`config.mk`:
```
export PLATFORM = sky130hd
export DESIGN_NAME = cmd_registry
export DESIGN_NICKNAME = d
export VERILOG_FILES = /design/src/rtl/cmd_registry.sv
export SDC_FILE = /design/constraint.sdc
export NUM_CORES = 2
export LEC_CHECK = 0
export ABC_AREA = 0
export CORE_UTILIZATION = 50
export CTS_CLUSTER_SIZE = 12
export DETAILED_ROUTE_END_ITERATION = 10
export PLACE_DENSITY_LB_ADDON = 0.25
export RECOVER_POWER = 100
export SYNTH_ARGS = -nofsm -noshare
export SYNTH_HDL_FRONTEND = slang
export SYNTH_SLANG_ARGS = --single-unit
```
`constraint.sdc`:
```
create_clock -name CLK -period 26.3 [get_ports CLK]
set_clock_uncertainty 0.2 [all_clocks]
set_input_delay 7.89 -clock CLK [delete_from_list [all_inputs] [get_ports CLK]]
set_output_delay 7.89 -clock CLK [all_outputs]
set_load 0.01 [all_outputs]
```
`src/rtl/cmd_registry.sv`:
```
// rtl/cmd_registry.sv - command FIFO with time-gated one-per-request issue FSM
module cmd_registry #(
   parameter int DEPTH = 8,
   parameter int LEAD  = 16
) (
   input  logic                      CLK,
   input  logic                      RESET,
   input  logic                      CLR,
   input  logic                      CMD_WR,
   input  logic [47:0]               CMD_DDS_freq,
   input  logic [47:0]               CMD_DDS_delta_freq,
   input  logic [31:0]               CMD_DDS_delta_rate,
   input  logic [47:0]               CMD_TIME_START,
   input  logic [15:0]               CMD_N_impuls,
   input  logic [1:0]                CMD_TYPE_impulse,
   input  logic [31:0]               CMD_Interval_Ti,
   input  logic [31:0]               CMD_Interval_Tp,
   input  logic [31:0]               CMD_Tblank1,
   input  logic [31:0]               CMD_Tblank2,
   input  logic [63:0]               TIME,
   input  logic                      REQ_COMMAND,
   output logic                      WR_DATA,
   output logic [47:0]               MEM_DDS_freq,
   output logic [47:0]               MEM_DDS_delta_freq,
   output logic [31:0]               MEM_DDS_delta_rate,
   output logic [47:0]               MEM_TIME_START,
   output logic [15:0]               MEM_N_impuls,
   output logic [1:0]                MEM_TYPE_impulse,
   output logic [31:0]               MEM_Interval_Ti,
   output logic [31:0]               MEM_Interval_Tp,
   output logic [31:0]               MEM_Tblank1,
   output logic [31:0]               MEM_Tblank2,
   output logic                      FULL,
   output logic                      EMPTY,
   output logic [$clog2(DEPTH):0]    LEVEL,
   output logic                      OVERFLOW,
   output logic [15:0]               DROP_CNT
);

   localparam int AW = $clog2(DEPTH);
   localparam int W  = 322;

   typedef enum logic [2:0] {
      S_IDLE,
      S_FETCH,
      S_CHECK,
      S_ISSUE,
      S_WAIT_LOW
   } state_t;

   state_t          state_q, state_d;
   logic [AW-1:0]   wr_ptr_q, wr_ptr_d;
   logic [AW-1:0]   rd_ptr_q, rd_ptr_d;
   logic [AW:0]     level_q, level_d;
   logic            overflow_q, overflow_d;
   logic [15:0]     drop_cnt_q, drop_cnt_d;
   logic [W-1:0]    mem_out_q, mem_out_d;
   logic [W-1:0]    ram_q [DEPTH];
   logic [W-1:0]    cmd_in;
   logic [W-1:0]    head;
   logic [47:0]     deadline;
   logic            push;
   logic            pop;
   logic            stale;
   logic            unused_time_hi;

   assign cmd_in = {CMD_DDS_freq, CMD_DDS_delta_freq, CMD_DDS_delta_rate, CMD_TIME_START,
                    CMD_N_impuls, CMD_TYPE_impulse, CMD_Interval_Ti, CMD_Interval_Tp,
                    CMD_Tblank1, CMD_Tblank2};

   assign {MEM_DDS_freq, MEM_DDS_delta_freq, MEM_DDS_delta_rate, MEM_TIME_START,
           MEM_N_impuls, MEM_TYPE_impulse, MEM_Interval_Ti, MEM_Interval_Tp,
           MEM_Tblank1, MEM_Tblank2} = mem_out_q;

   assign unused_time_hi = ^TIME[63:48];
   assign head           = ram_q[rd_ptr_q];
   // Sum wraps mod 2^48 on purpose; no compensation near the top of the time range.
   assign deadline       = TIME[47:0] + 48'(LEAD);
   assign stale          = MEM_TIME_START < deadline;

   assign FULL     = (level_q == (AW+1)'(DEPTH));
   assign EMPTY    = (level_q == '0);
   assign LEVEL    = level_q;
   assign OVERFLOW = overflow_q;
   assign DROP_CNT = drop_cnt_q;
   assign WR_DATA  = (state_q == S_ISSUE);

   // A full queue rejects a push even when a pop happens in the same cycle.
   assign push = CMD_WR && !FULL && !CLR;

   always_ff @(posedge CLK) begin
      if (push) begin
         ram_q[wr_ptr_q] <= cmd_in;
      end
   end

   always_comb begin
      state_d    = state_q;
      mem_out_d  = mem_out_q;
      drop_cnt_d = drop_cnt_q;
      pop        = 1'b0;

      case (state_q)
         S_IDLE: begin
            if (REQ_COMMAND && !EMPTY) begin
               state_d = S_FETCH;
            end
         end
         S_FETCH: begin
            mem_out_d = head;
            state_d   = S_CHECK;
         end
         S_CHECK: begin
            if (stale) begin
               pop     = 1'b1;
               state_d = S_IDLE;
               if (drop_cnt_q != 16'hFFFF) begin
                  drop_cnt_d = drop_cnt_q + 16'd1;
               end
            end else begin
               state_d = S_ISSUE;
            end
         end
         S_ISSUE: begin
            pop     = 1'b1;
            state_d = S_WAIT_LOW;
         end
         S_WAIT_LOW: begin
            if (!REQ_COMMAND) begin
               state_d = S_IDLE;
            end
         end
         default: state_d = S_IDLE;
      endcase

      wr_ptr_d   = wr_ptr_q + AW'(push);
      rd_ptr_d   = rd_ptr_q + AW'(pop);
      level_d    = level_q + (AW+1)'(push) - (AW+1)'(pop);
      overflow_d = overflow_q | (CMD_WR & FULL);

      if (CLR) begin
         state_d    = S_IDLE;
         wr_ptr_d   = '0;
         rd_ptr_d   = '0;
         level_d    = '0;
         overflow_d = 1'b0;
         drop_cnt_d = '0;
      end
   end

   always_ff @(posedge CLK or posedge RESET) begin
      if (RESET) begin
         state_q    <= S_IDLE;
         wr_ptr_q   <= '0;
         rd_ptr_q   <= '0;
         level_q    <= '0;
         overflow_q <= 1'b0;
         drop_cnt_q <= '0;
         mem_out_q  <= '0;
      end else begin
         state_q    <= state_d;
         wr_ptr_q   <= wr_ptr_d;
         rd_ptr_q   <= rd_ptr_d;
         level_q    <= level_d;
         overflow_q <= overflow_d;
         drop_cnt_q <= drop_cnt_d;
         mem_out_q  <= mem_out_d;
      end
   end

endmodule
```
==> summary.md <==
| Metric | Value |
|---|---|
| Antenna violations before repair | `128` |
| Final Cycle Share | `0.725` |
| Die area | `223000 um2` |
| Synthesized netlist net count | `5635` |
| Share of layout cells above drive strength 1 | `0.170` |
| Initial DRT Pass Iterations | `5` |
| Detailed placement HPWL | `135000 um` |
| Dpl cell area | `121000 um2` |
| Critical path cell sequence | `buf_2 -> clkbuf_1 -> nor3b_1 -> clkbuf_1 -> nand2_1 -> nor2_4 -> clkbuf_1 -> clkbuf_1` |
| Crit end category | `flip-flop` |
| Via count | `53587` |
| Mapped Avg Cell Area | `21.3 um2` |
| Crit-path max cell delay | `5830 ps` |
| Count leader, synth | `edfxtp_1` |
| Fin crit period | `19060 ps` |
| DRT iter0 DRCs | `4175` |
| FF+latch area | `86200 um2` |
| Initial core utilization | `0.503` |
| Setup ws final | `7240 ps` |
| Main area contributors after synthesis | `edfxtp_1 70%, mux4_2 13%, dfrtp_1 8.0%` |
| Die X | `472 um` |
| Most common cell type on the critical path | `clkbuf_1` |
| Worst slew pin tran | `9320 ps` |
| Multi-input gate area | `23200 um2` |
| Area leader, netlist | `edfxtp_1` |
| Crit Path Class | `in -> reg` |
| Core area | `220000 um2` |
| Post-layout util | `0.593` |
| Largest net degree at the start of global routing | `168` |
| Total gr overflow | `0` |
| CTS tree | `built` |
| Post-CTS Hold Buffers | `0` |
| Io pins | `737` |
| Post-synth EDFFs | `2576` |
| RSZ-0062 raised after global routing | `false` |
| Final Setup Violations | `0` |
| Syn-to-layout area delta | `17.9%` |
| Clock latency on the worst-skew pair | `920 ps` |
| Warnings from Yosys | `0` |
| Outcome | `finished with violations` |
| Nets | `6489` |
| DRC violations left | `0` |
| Design area | `130000 um2` |
| CP Data Arrival Time | `19100 ps` |
| Fillers | `15693` |
| Violated checks | `max-capacitance violations, max-slew violations` |
| Num rows | `172` |
| Hold_ws | `311 ps` |
| Worst VDD drop | `89.4 uV` |
| Cell Pwr Density | `88.2 nW/um2` |
| Tot Pwr | `11.5 mW` |
| FMAX | `52.5 MHz` |
| CP Data Required Time | `26340 ps` |
| Synth unique cells | `44` |
| Post-route insts no fill | `9266` |
| Worst r2r path cells | `8` |
| Gr busiest metal | `met2` |
| Met1 global-route usage | `0.300` |
| Vias in the first global route | `55673` |
| TNS Setup | `0 ps` |
| TritonCTS buffer count | `313` |
| Port Buffer Count | `720` |
| Setup slack at placement | `11660 ps` |
| Top-area cell type share of the netlist area | `0.700` |
| Crit path max fanout | `108` |
| Max-cap viol count | `60` |
| Hold WC Path Type | `reg -> reg` |
| First-pass GRT wire length | `364000 um` |
| End point of the critical path | `ram_q[5][4]` |
| Hold Violations, Final | `0` |
| GP Congestion | `0.798` |
| Reg-to-Reg End | `mem_out_q[319]` |
| Dpl cells | `8681` |
| Netlist area before placement | `111000 um2` |
| Vias per cell | `5.78` |
| Register bit total from synthesis | `2928` |
| Seq/Total Area, Yosys | `0.780` |
| CTS sink count | `2928` |
| Reg-to-reg startpoint | `rd_ptr_q[0]` |
| Crit path from | `CLR` |
| Routed Antenna Nets | `0` |
| Clock tree buffer depth | `4` |
| Clk pin slew, worst setup/hold paths | `60 ps` |
| CP max stage cell | `clkbuf_1` |
| Avg WL per Cell | `26.4 um` |
| Met3 Use GR | `0.0502` |
| Synth cell count leaders | `2576 x edfxtp_1, 644 x mux4_2, 356 x nor2_1` |
| Slew margin rel. | `-5.21` |
| Total GRT Usage | `0.220` |
| H-tree Lvls | `5` |
| PostCTS Resize Cnt | `0` |
| Post-CTS setup buffers | `0` |
| Met2 Usage GRT | `0.357` |
| Slew Limit Fails | `3426` |
| Mapped Cells | `5184` |
| Top_reg_cell synth | `edfxtp_1` |
| WL final | `245000 um` |
| Die Span Y | `472 um` |
| Type of origin of the critical path | `input port` |
| Register-to-register setup slack | `9140 ps` |
| Static Leak | `40.7 nW` |
| Root buffer cell | `clkbuf_16` |
| Async SR Flop Fraction | `0.120` |
-- cell families (layout without fill, tap and decap cells) --
kind of cell | Yosys count | count (layout) | share of synthesized area
fa+ha+maj | 60 | 60 | 0.00686
flops | 2928 | 2928 | 0.780
mux | 976 | 976 | 0.161
simple gates | 519 | 519 | 0.0204
compound gates | 378 | 378 | 0.0179
buf+inv | 277 | 1361 | 0.0101
other cells | 0 | 40 | 0
xor+xnor | 46 | 46 | 0.00365
-- cells in the final DEF, fill, tap and decap left out, types with 15 or more instances in the layout --
cell type / instances
clkbuf_1: 212
edfxtp_1: 2576
clkbuf_8: 31
xor2_1: 31
xnor2_1: 15
nand4_1: 15
clkdlybuf4s50_1: 49
ha_1: 59
dlygate4sd3_1: 670
a21oi_1: 342
buf_4: 22
dfrtp_1: 350
mux4_2: 644
nor2_1: 355
diode_2: 40
nand2_1: 36
nor3_1: 15
nand3_1: 30
mux2i_1: 322
nor2b_1: 17
clkbuf_16: 319
-- how the worst min path moves through the flow --
| stage | slack (ps) | from | cells past startpoint | endpoint |
|---|---|---|---|---|
| floorplan | 330 | OVERFLOW | 2 | OVERFLOW |
| global placement | 300 | OVERFLOW | 2 | OVERFLOW |
| detailed placement | 290 | OVERFLOW | 2 | OVERFLOW |
| CTS | 310 | OVERFLOW | 2 | OVERFLOW |
| global route | 340 | mem_out_q[299] | 2 | mem_out_q[299] |
| finish | 310 | OVERFLOW | 2 | OVERFLOW |
-- area by class of cell --
type	count	share of cell area
timing repair buffer	803	0.0592
tap	2958	0.0284
sequential	2928	0.662
clock inverter	37	0.00215
clock buffer	508	0.0691
multi-input combinational	1979	0.178
inverter	13	0.000384
antenna	40	0.000768
-- worst max-delay path, delay by kind of cell --
family | cells | cell delay (ps)
buffers and inverters | 5 | 10190
and+or+nand+nor | 3 | 810
-- registers in the layout, summed over array words and instances (netlist names) --
| register | cells |
|---|---|
| rd_ptr_q | 3 |
| ram_q | 2576 |
| LEVEL | 4 |
| OVERFLOW | 1 |
| mem_out_q | 322 |
| state_q | 3 |
| DROP_CNT | 16 |
| wr_ptr_q | 3 |
-- report_power, final --
group | leakage [nW] | internal [mW] | switching (mW)
Combinational | 8.99 | 0.874 | 0.923
Sequential | 27.2 | 5.42 | 0.233
Clock | 4.49 | 2.36 | 1.68
-- metal layers --
layer	vias up	share of wire
li1	22961	-
met1	28331	0.41
met2	1702	0.49
met3	523	0.068
met4	70	0.028
met5	-	0.0017
No activity file was read; power rests on OpenSTA's default activity.
